## src/rtl/sipo_deser.sv

```systemverilog
`default_nettype none
// ============================================================================
//  Module      : sipo_deser
//  Description : Serial-in / parallel-out deserializer. Collects WIDTH bits
//                (LSB first) framed by sync_i, then presents the word through
//                a single-entry valid/ready output stage. A word that
//                completes while the previous one is still unconsumed is
//                dropped and reported with a one-cycle overrun pulse.
//  Revision    : 1.0 - initial release
// ============================================================================
module sipo_deser #(
  parameter int WIDTH = 4
) (
  input  logic             clk_i,
  input  logic             rst_i,
  input  logic             sync_i,
  input  logic             data_i,
  input  logic             ready_i,
  output logic [WIDTH-1:0] data_o,
  output logic             valid_o,
  output logic             busy_o,
  output logic             overrun_o
);

  localparam int CNT_W = $clog2(WIDTH);
  localparam logic [CNT_W-1:0] LAST_BIT = CNT_W'(WIDTH - 1);

  localparam logic [0:0] ST_IDLE  = 1'b0;
  localparam logic [0:0] ST_SHIFT = 1'b1;

  logic [0:0]       state_q, state_d;
  logic [CNT_W-1:0] cnt_q, cnt_d;
  logic [WIDTH-1:0] sr_q, sr_d;
  logic [WIDTH-1:0] data_q, data_d;
  logic             valid_q, valid_d;
  logic             overrun_q, overrun_d;

  // Completed-word strobe and value handed from the shift side to the output stage
  logic             word_done;
  logic [WIDTH-1:0] word_new;

  // State register: all flops, synchronous reset has priority over everything
  always_ff @(posedge clk_i) begin
    if (rst_i) begin
      state_q   <= ST_IDLE;
      cnt_q     <= '0;
      sr_q      <= '0;
      data_q    <= '0;
      valid_q   <= 1'b0;
      overrun_q <= 1'b0;
    end else begin
      state_q   <= state_d;
      cnt_q     <= cnt_d;
      sr_q      <= sr_d;
      data_q    <= data_d;
      valid_q   <= valid_d;
      overrun_q <= overrun_d;
    end
  end

  // Next-state logic for the shift side; never stalls on the output handshake
  always_comb begin
    state_d   = state_q;
    cnt_d     = cnt_q;
    sr_d      = sr_q;
    word_done = 1'b0;
    word_new  = {data_i, sr_q[WIDTH-1:1]};
    case (state_q)
      ST_IDLE: begin
        if (sync_i) begin
          // First bit enters at the MSB; WIDTH-1 further right shifts land it at bit 0
          sr_d    = {data_i, {(WIDTH-1){1'b0}}};
          cnt_d   = CNT_W'(1);
          state_d = ST_SHIFT;
        end
      end
      ST_SHIFT: begin
        if (cnt_q == LAST_BIT) begin
          // Last bit wins over a coincident sync: the frame completes and the
          // current bit is not reused as the start of a new frame
          sr_d      = word_new;
          word_done = 1'b1;
          cnt_d     = '0;
          state_d   = ST_IDLE;
        end else if (sync_i) begin
          sr_d  = {data_i, {(WIDTH-1){1'b0}}};
          cnt_d = CNT_W'(1);
        end else begin
          sr_d  = word_new;
          cnt_d = cnt_q + CNT_W'(1);
        end
      end
      default: begin
        state_d = ST_IDLE;
        cnt_d   = '0;
      end
    endcase
  end

  // Output stage: single-entry holding register with valid/ready handshake
  always_comb begin
    data_d    = data_q;
    valid_d   = valid_q;
    overrun_d = 1'b0;
    if (valid_q && ready_i) begin
      valid_d = 1'b0;
    end
    if (word_done) begin
      if (!valid_q || ready_i) begin
        data_d  = word_new;
        valid_d = 1'b1;
      end else begin
        // Pending word is kept untouched; the newer one is lost
        overrun_d = 1'b1;
      end
    end
  end

  assign data_o    = data_q;
  assign valid_o   = valid_q;
  assign busy_o    = (state_q == ST_SHIFT);
  assign overrun_o = overrun_q;

endmodule
`default_nettype wire

```

## config.mk

```make
export PLATFORM = sky130hd
export DESIGN_NAME = sipo_deser
export DESIGN_NICKNAME = d
export VERILOG_FILES = /design/src/rtl/sipo_deser.sv
export SDC_FILE = /design/constraint.sdc
export NUM_CORES = 1
export LEC_CHECK = 0
export ABC_AREA = 1
export BUFFER_PORTS_ARGS = -buffer_cell sky130_fd_sc_hd__buf_4
export CAP_MARGIN = 20
export CORE_MARGIN = 2
export CORE_UTILIZATION = 25
export DETAILED_ROUTE_END_ITERATION = 8
export SLEW_MARGIN = 20
export SYNTH_ARGS = -nofsm -noshare
export SYNTH_HDL_FRONTEND = slang
export SYNTH_SLANG_ARGS = --single-unit
```

## constraint.sdc

```tcl
create_clock -name clk_i -period 1.45 [get_ports clk_i]
set_input_delay 0.145 -clock clk_i [delete_from_list [all_inputs] [get_ports clk_i]]
set_output_delay 0.145 -clock clk_i [all_outputs]
set_load 0.02 [all_outputs]
```

# == After elaboration in Yosys (flattened, before gate mapping) ==
# Cells that the tools add are included.
# word_totals
elab_cells,33
ramBits,0
regBits,13
inputBits,5
rom_bits,0
latch_bits,0
n_memories,0
out_inout_bits,7
# op_classes
reduce_logical,5
n_addsub,1
div_mod_pow,0
n_eq_ne,2
bitwise,2
multipliers,0
magnitude_cmp,0
n_shift,0
n_mux,17
# ops
operator,n
1-bit 2-to-1 mux,8
4-bit one-hot mux with 2 select lines,1
2-bit 2-to-1 mux,3
3-bit 2-to-1 mux,2
4-bit 2-to-1 mux,1
2-bit one-hot mux with 2 select lines,1
"2-bit by 1-bit adder with 2-bit output, second input constant",1
"2-bit == test, second input constant",1
"2-bit != test, second input constant",1
1-bit inverter,2
1-bit one-hot mux with 2 select lines,1
2-bit AND reduction,1
2-bit OR reduction,1
1-bit logical AND,1
1-bit zero test,1
1-bit logical OR,1

# == Depth between registers and ports, before layout ==
# Gate-level depths: netlist (run 1).
# logic_depth
depth_word,5
mapped_depth,6
depth_no_buf,6

# == Worst setup path after synthesis (run 1) ==
# OpenSTA, ideal clock, no wires.
# synth_path
kind,flip-flop to flip-flop
start,"reg state_q, in the netlist busy_o"
end,"reg data_q[0], in the netlist data_o[0]"
arrival_time_ns,0.954
n_path_buf,0
setup_slack_ns,0.381
path_stages_with_launch,6
setup_time_ns,0.115
period_less_slack_ns,1.069
required_ns,1.335
path_cell_list,dfxtp_1 nand2_1 inv_2 nand3_1 nand2_1 nor2_1
# synth_via
elab_chain_cells,2
# synth_lines
element,line,rtl
from (decl),31,"logic [0:0] state_q, state_d;"
from (signal assigned),52,state_q <= state_d;
1-bit 2-to-1 mux,68,case (state_q)
2-bit AND reduction (no line),n/a,
to (signal assigned),55,data_q <= data_d;
to (decl),34,"logic [WIDTH-1:0] data_q, data_d;"
# Every way passes these cells.
# A chain may end at the register's enable or synchronous reset.

# == Worst setup path in the final report (run 1) ==
# layout_path
start,reg cnt_q[0]
end,"reg data_q[0], in the netlist data_o[0]"
# layout_via
elab_chain_cells,4
# layout_lines
element,line,rtl
from (decl),32,"logic [CNT_W-1:0] cnt_q, cnt_d;"
from (signal assigned),53,cnt_q <= cnt_d;
2-bit == test,78,if (cnt_q == LAST_BIT) begin
1-bit 2-to-1 mux,78,
1-bit 2-to-1 mux,68,
2-bit AND reduction (no line),n/a,
# Every way passes these cells.

==> results of run 1 <==
[cells by family (layout without fill, tap and decap cells)]
group | count (synthesis) | in the layout
and+or+nand+nor | 31 | 31
buffers and inverters | 9 | 24
adders and majority gates | 2 | 2
AOI/OAI and AO/OA | 9 | 9
DFF | 12 | 12
[critical path, stage by stage (launching register included)]
cell and delay, ns:
dfxtp_1 0.39, ha_1 0.17, nand2_1 0.11, inv_2 0.16
nand3_1 0.08, nand2_1 0.06, nor2_1 0.04
[Yosys cell counts, drive strengths merged]
cell type | n | area share [%]
a21oi | 8 | 8.4
dfxtp | 12 | 50
ha | 2 | 5.2
inv | 9 | 7.0
nand2 | 10 | 8.4
nand3 | 8 | 8.4
nand3b | 1 | 1.6
nor2 | 10 | 7.8
nor3 | 2 | 2.1
o21ai | 1 | 1.0
[where the power goes]
group	internal (mW)	total [mW]	switching, mW
combinational	0.0215	0.0474	0.0260
clock	0.153	0.259	0.106
sequential	0.338	0.348	0.00943
[final cells by class]
type / instances / area share, %
inverters: 9 / 5.37
flip-flops and latches: 12 / 38.2
multi-input cells: 42 / 32.6
well taps: 25 / 4.97
repair buffers: 11 / 13.1
clock buffers: 4 / 5.77
[flip-flops by register name, indices dropped and copies added, names as in the netlist]
name       count
cnt_q          2
data_o         4
overrun_o      1
busy_o         1
sr_q           3
valid_o        1
[cells in the final DEF (no fill, tap or decap)]
cell      instances
dfxtp_1          12
buf_4            11
nor2_1           10
nand2_1           9
inv_1             8
a21oi_1           8
nand3_1           8
clkbuf_4          3
nor3_1            2
ha_1              2
nand2_2           1
nand3b_1          1
inv_2             1
o21ai_0           1
clkbuf_8          1
[layer usage]
metal  vias to the layer above  part of all wire (%)
li1                        233                     -
met4                         0                     0
met1                       176                    48
met3                         0                   7.7
met5                         -                     0
met2                        12                    44
[metrics by stage]
| step | cell area, um2 | hold slack (ns) | utilization, % | cells |
|---|---|---|---|---|
| floorplan | 479 | 0.214 | - | 63 |
| global placement | 593 | 0.369 | 33.6 | 99 |
| detailed placement | 593 | 0.366 | 33.6 | 99 |
| CTS | 629 | 0.0672 | 35.7 | 103 |
| global route | 629 | 0.0817 | 35.7 | 103 |
| finish | 629 | 0.0789 | 35.7 | 103 |
[how the worst max path moves through the flow]
stage                        start        end  cells after the start
after floorplan             busy_o  data_o[0]                      5
after global placement    cnt_q[0]  data_o[0]                      6
after detailed placement  cnt_q[0]  data_o[0]                      6
after CTS                 cnt_q[0]  data_o[0]                      6
after global routing      cnt_q[0]  data_o[3]                      6
final                     cnt_q[0]  data_o[0]                      6
==> out/qor.csv, run 1 <==
stage;metric;value;unit
run_status;status;completed;
floorplanning;Initial Util;27.2;%
detailed_routing;remaining antenna violation count;0;
grt;met1 usage;12.5;%
layout;nets;86;
timing;Max Slew Vio Count;0;
detailed_routing;TritonRoute pass-1 iters;4;
clocking;CTS H-tree depth;1;
min_path;Hold Startpoint;rst_i;
layout;ANT cells;0;
grt;antenna violations before repair;0;
worst_setup_path;r2r endpoint;data_o[0];
timing;PnR worst setup slack;0.325;ns
timing;final setup fails;0;
floorplanning;Core Footprint;1760;um2
yosys;flops & latches, synth;12;
yosys;Mean Syn Cell Area;7.61;um2
yosys;synthesized area;479;um2
timing;max_slew headroom;78.2;%
grt;busiest grt layer;met2;
grt;met3 Use GR;4.53;%
yosys;sequential area share after synthesis;50.1;%
timing;Least-Margin Pin Slew;0.326;ns
timing;Final Critical Period;1.13;ns
worst_setup_path;CP required;1.61;ns
timing;Final Skew;0.00854;ns
floorplanning;Die X;47.8;um
clocking;Clock Sinks;12;
run;Max Cap Viol;0;
power_and_ir_drop;maximum vdd drop;0.000615;V
yosys;Cells after Synth;63;
placed_design;GP Congestion;0.711;
clocking;Worst-path clk slew;0.07;ns
yosys;simple-gate share of the synthesized area;28.2;%
detailed_routing;# DRC;0;
clocking;Post-CTS Setup Repair Bufs;0;
yosys;adder-cell share of the synthesized area;5.22;%
clocking;insertion delay to the later sink of the worst-skew pair;0.27;ns
worst_setup_path;r2r startpoint;cnt_q[0];
clocking;Max Root-Sink Buffers;2;
clocking;CTS tree;done;
grt;met2 Use GR;12.8;%
detailed_routing;WL final;842;um
worst_setup_path;R2R depth;6;
min_path;WHS Path Cells;2;
worst_setup_path;Critical Path End Type;flip-flop;
yosys;Yosys cell types;12;
yosys;XOR/XNOR Fraction of Synth Area;0;%
grt;global route overflow;0;
min_path;Worst Hold End;valid_o;
layout;Seq. cell area;240;um2
floorplanning;IO Pins;12;
detailed_routing;routed len/inst;8.17;um
worst_setup_path;CP Launch Type;flip-flop;
floorplanning;Die Y;47.8;um
grt;vias in the first global route;351;
detailed_routing;drt via density;4.09;
yosys;Compound-Gate Fraction of Synth Area;9.40;%
worst_setup_path;setup slack, reg-to-reg;0.32;ns
yosys;Yosys warning count;0;
worst_setup_path;WP data arrival;1.29;ns
yosys;post-synthesis mux area share;0;%
placed_design;Final HPWL DP;636;um
timing;period utilization;77.6;%
clocking;CTS Root Cell;clkbuf_4;
power_and_ir_drop;PwrDens;1040;nW/um2
layout;Area growth syn-to-layout;31.3;%
grt;Total GRT Usage;9.28;%
timing;RSZ-0062 raised after global routing;no;
clocking;Post-CTS Hold Fix Bufs;0;
layout;filler cell count;202;
yosys;Synth Net Count;70;
placed_design;pre-CTS setup slack;0.339;ns
layout;Multi-input gate area;205;um2
grt;global-route wire length before repair;1460;um
timing;Total Negative Setup Slacks;0;ns
clocking;cts bufs inserted;3;
timing;final hold viol count;0;
detailed_routing;via total after detailed routing;421;
layout;layout cell share with drive strength beyond 1;21.8;%
floorplanning;Die ar.;2280;um2
worst_setup_path;Critical Setup Path Class;reg2reg;
placed_design;# port buffers;11;
clocking;cts repair resizes;0;
grt;largest net degree at the start of global routing;11;
power_and_ir_drop;Design Power;654;uW
power_and_ir_drop;Leakage;0.285;nW
detailed_routing;Iteration-0 DRC Markers;8;
worst_setup_path;CP Max Fanout;9;
floorplanning;Rows;15;
yosys;main combinational cell family by area after synthesis;simple AND/OR/NAND/NOR gates;
timing;FMAX;889;MHz
min_path;min-delay worst type;in2reg;
Power figures use the tool's default switching activity.
==> run 2, diff against run 1 <==
==> constraint.sdc (replaced) <==
create_clock -name clk_i -period 1.15 [get_ports clk_i]
set_input_delay 0.115 -clock clk_i [delete_from_list [all_inputs] [get_ports clk_i]]
set_output_delay 0.115 -clock clk_i [all_outputs]
set_load 0.02 [all_outputs]
==> run 2 against run 1 <==
Clock power is 30% higher. Die area did not move. Via count grew 5.9%. Combinational power is 49% higher. Critical path depth fell by 1. First-iteration DRC count down 88%. Hold slack worse by 0.027 ns. Global-route usage down 0.61 points. Largest power group unchanged. Final cell count rose by 4.9%. Sequential power is 26% higher.
==> out/qor.csv, run 2 (synthesis gave the netlist of run 1 again) <==
stage;metric;value;unit;change
timing;Final Critical Period;1.06;ns;-0.0631 ns
clocking;Max Root-Sink Buffers;2;;unchanged
layout;Area growth syn-to-layout;41.8;%;
floorplanning;Initial Util;27.2;%;unchanged
power_and_ir_drop;PwrDens;1250;nW/um2;+20%
detailed_routing;WL final;975;um;+16%
detailed_routing;Iteration-0 DRC Markers;1;;-7
run;Max Cap Viol;0;;unchanged
layout;layout cell share with drive strength beyond 1;31.3;%;+9.5 points
run_status;status;completed;;
detailed_routing;via total after detailed routing;446;;+5.9%
clocking;Clock Sinks;12;;unchanged
layout;non-filler cells, final;108;;+4.9%
detailed_routing;drt via density;4.13;;+1.0%
grt;global-route wire length before repair;1320;um;-9.0%
floorplanning;Die ar.;2280;um2;unchanged
detailed_routing;TritonRoute pass-1 iters;2;;-2
worst_setup_path;Critical Setup Path Class;reg2reg;;
worst_setup_path;CP Max Fanout;5;;-4
floorplanning;Die X;47.8;um;unchanged
clocking;insertion delay to the later sink of the worst-skew pair;0.27;ns;about the same
layout;Largest register FFs;4;;unchanged
detailed_routing;routed len/inst;9.03;um;+10%
worst_setup_path;CP required;1.35;ns;-0.26 ns
clocking;CTS H-tree depth;1;;unchanged
grt;antenna violations before repair;0;;unchanged
timing;FMAX;941;MHz;+5.9%
timing;RSZ-0062 raised after global routing;no;;
layout;nets;91;;+5.8%
placed_design;# port buffers;11;;unchanged
grt;largest net degree at the start of global routing;11;;unchanged
min_path;min-delay worst type;in2reg;;
layout;commonest non-fill, non-tap cell in the layout;buf_4;;
power_and_ir_drop;maximum vdd drop;0.000766;V;+25%
timing;Max Slew Vio Count;0;;unchanged
timing;Least-Margin Pin Slew;0.184;ns;-0.142 ns
floorplanning;Die Y;47.8;um;unchanged
grt;Total GRT Usage;8.67;%;-0.61 points
worst_setup_path;setup slack, reg-to-reg;0.09;ns;-0.24 ns
layout;ANT cells;0;;unchanged
clocking;CTS tree;done;;
worst_setup_path;delay-heaviest family, CP;flip-flops;;
floorplanning;Rows;15;;unchanged
detailed_routing;# DRC;0;;unchanged
timing;final hold viol count;0;;unchanged
timing;final setup fails;0;;unchanged
worst_setup_path;CP bufs+invs;2;;+1
worst_setup_path;CP max stage delay;0.34;ns;-0.05 ns
timing;period utilization;92.4;%;+15 points
power_and_ir_drop;Leakage;0.315;nW;+10%
detailed_routing;remaining antenna violation count;0;;unchanged
layout;Layout Utilization;38.5;%;+2.8 points
placed_design;dpl cells;101;;+2.0%
placed_design;Final HPWL DP;669;um;+5.2%
floorplanning;IO Pins;12;;unchanged
clocking;cts bufs inserted;3;;unchanged
layout;filler cell count;203;;+0.50%
placed_design;GP Congestion;0.715;;+0.52%
timing;Final Skew;0.00545;ns;-0.00309 ns
timing;Total Negative Setup Slacks;0;ns;unchanged
worst_setup_path;Critical Path End Type;flip-flop;;
worst_setup_path;CP Launch Type;flip-flop;;
layout;most frequent cells in the layout;buf_4, nor2_1, dfxtp_1;;
grt;global route overflow;0;;unchanged
floorplanning;Core Footprint;1760;um2;unchanged
clocking;CTS Root Cell;clkbuf_4;;
worst_setup_path;WP data arrival;1.26;ns;-0.03 ns
clocking;Post-CTS Hold Fix Bufs;0;;unchanged
clocking;Worst-path clk slew;0.08;ns;about the same
worst_setup_path;cell at the slowest stage of the critical path;dfxtp_2;;
timing;max_slew headroom;87.7;%;+9.5 points
worst_setup_path;cells along the critical path;ha_2 > nand2_4 > clkinvlp_4 > buf_4 > nor3_1;;
grt;vias in the first global route;310;;-12%
power_and_ir_drop;Design Power;847;uW;+30%
run 2: final timing paths:
check,start,endpoint,cells after the start
min,rst_i,busy_o,2
min reg2reg,sr_q[1],sr_q[1],2
max reg2reg,cnt_q[0],busy_o,5
max,cnt_q[0],busy_o,5
run 2: final cells by class:
cell class	instances	area (um2)	share of cell area (%)
timing repair buffer	15	113	16.6
tap	25	31.3	4.60
multi-input combinational	42	215	31.7
clock buffer	4	36.3	5.34
inverter	9	33.8	4.97
timing repair inverter	1	7.51	1.10
sequential	12	243	35.7
run 2: what timing repair did:
action | CTS | global route
resized for setup | 0 | 6
setup buffers | 0 | 2
endpoints found under the setup margin | 0 | 4
run 2: report_power, final:
| group | internal [mW] | switching, mW |
|---|---|---|
| clock network | 0.192 | 0.144 |
| registers | 0.428 | 0.0124 |
| logic | 0.0339 | 0.0365 |
| total | 0.654 | 0.193 |
run 2: per-stage QoR:
stage | setup WS [ns] | cell area (um2) | hold slack, ns
floorplan | 0.0808 | 479 | 0.184
finish | 0.0878 | 679 | 0.0517
CTS | 0.0376 | 644 | 0.0447
global placement | 0.107 | 608 | 0.342
global route | 0.0410 | 679 | 0.0370
detailed placement | 0.0522 | 608 | 0.341
run 2: metal layers:
| layer | global-route usage (%) | vias up | routed length, um | part of all wire [%] |
|---|---|---|---|---|
| met3 | 6.04 | 0 | 68 | 7.0 |
| met4 | 3.24 | 0 | 0 | 0 |
| met1 | 10.5 | 189 | 486 | 50 |
| li1 | - | 244 | - | - |
| met5 | 0 | - | 0 | 0 |
| met2 | 12.0 | 13 | 421 | 43 |
run 2: worst reg2reg max path, delay by kind of cell (launching register included):
| kind | cells | cell delay, ns |
|---|---|---|
| flops | 1 | 0.34 |
| fa+ha+maj | 1 | 0.19 |
| buf+inv | 2 | 0.25 |
| simple gates | 2 | 0.21 |
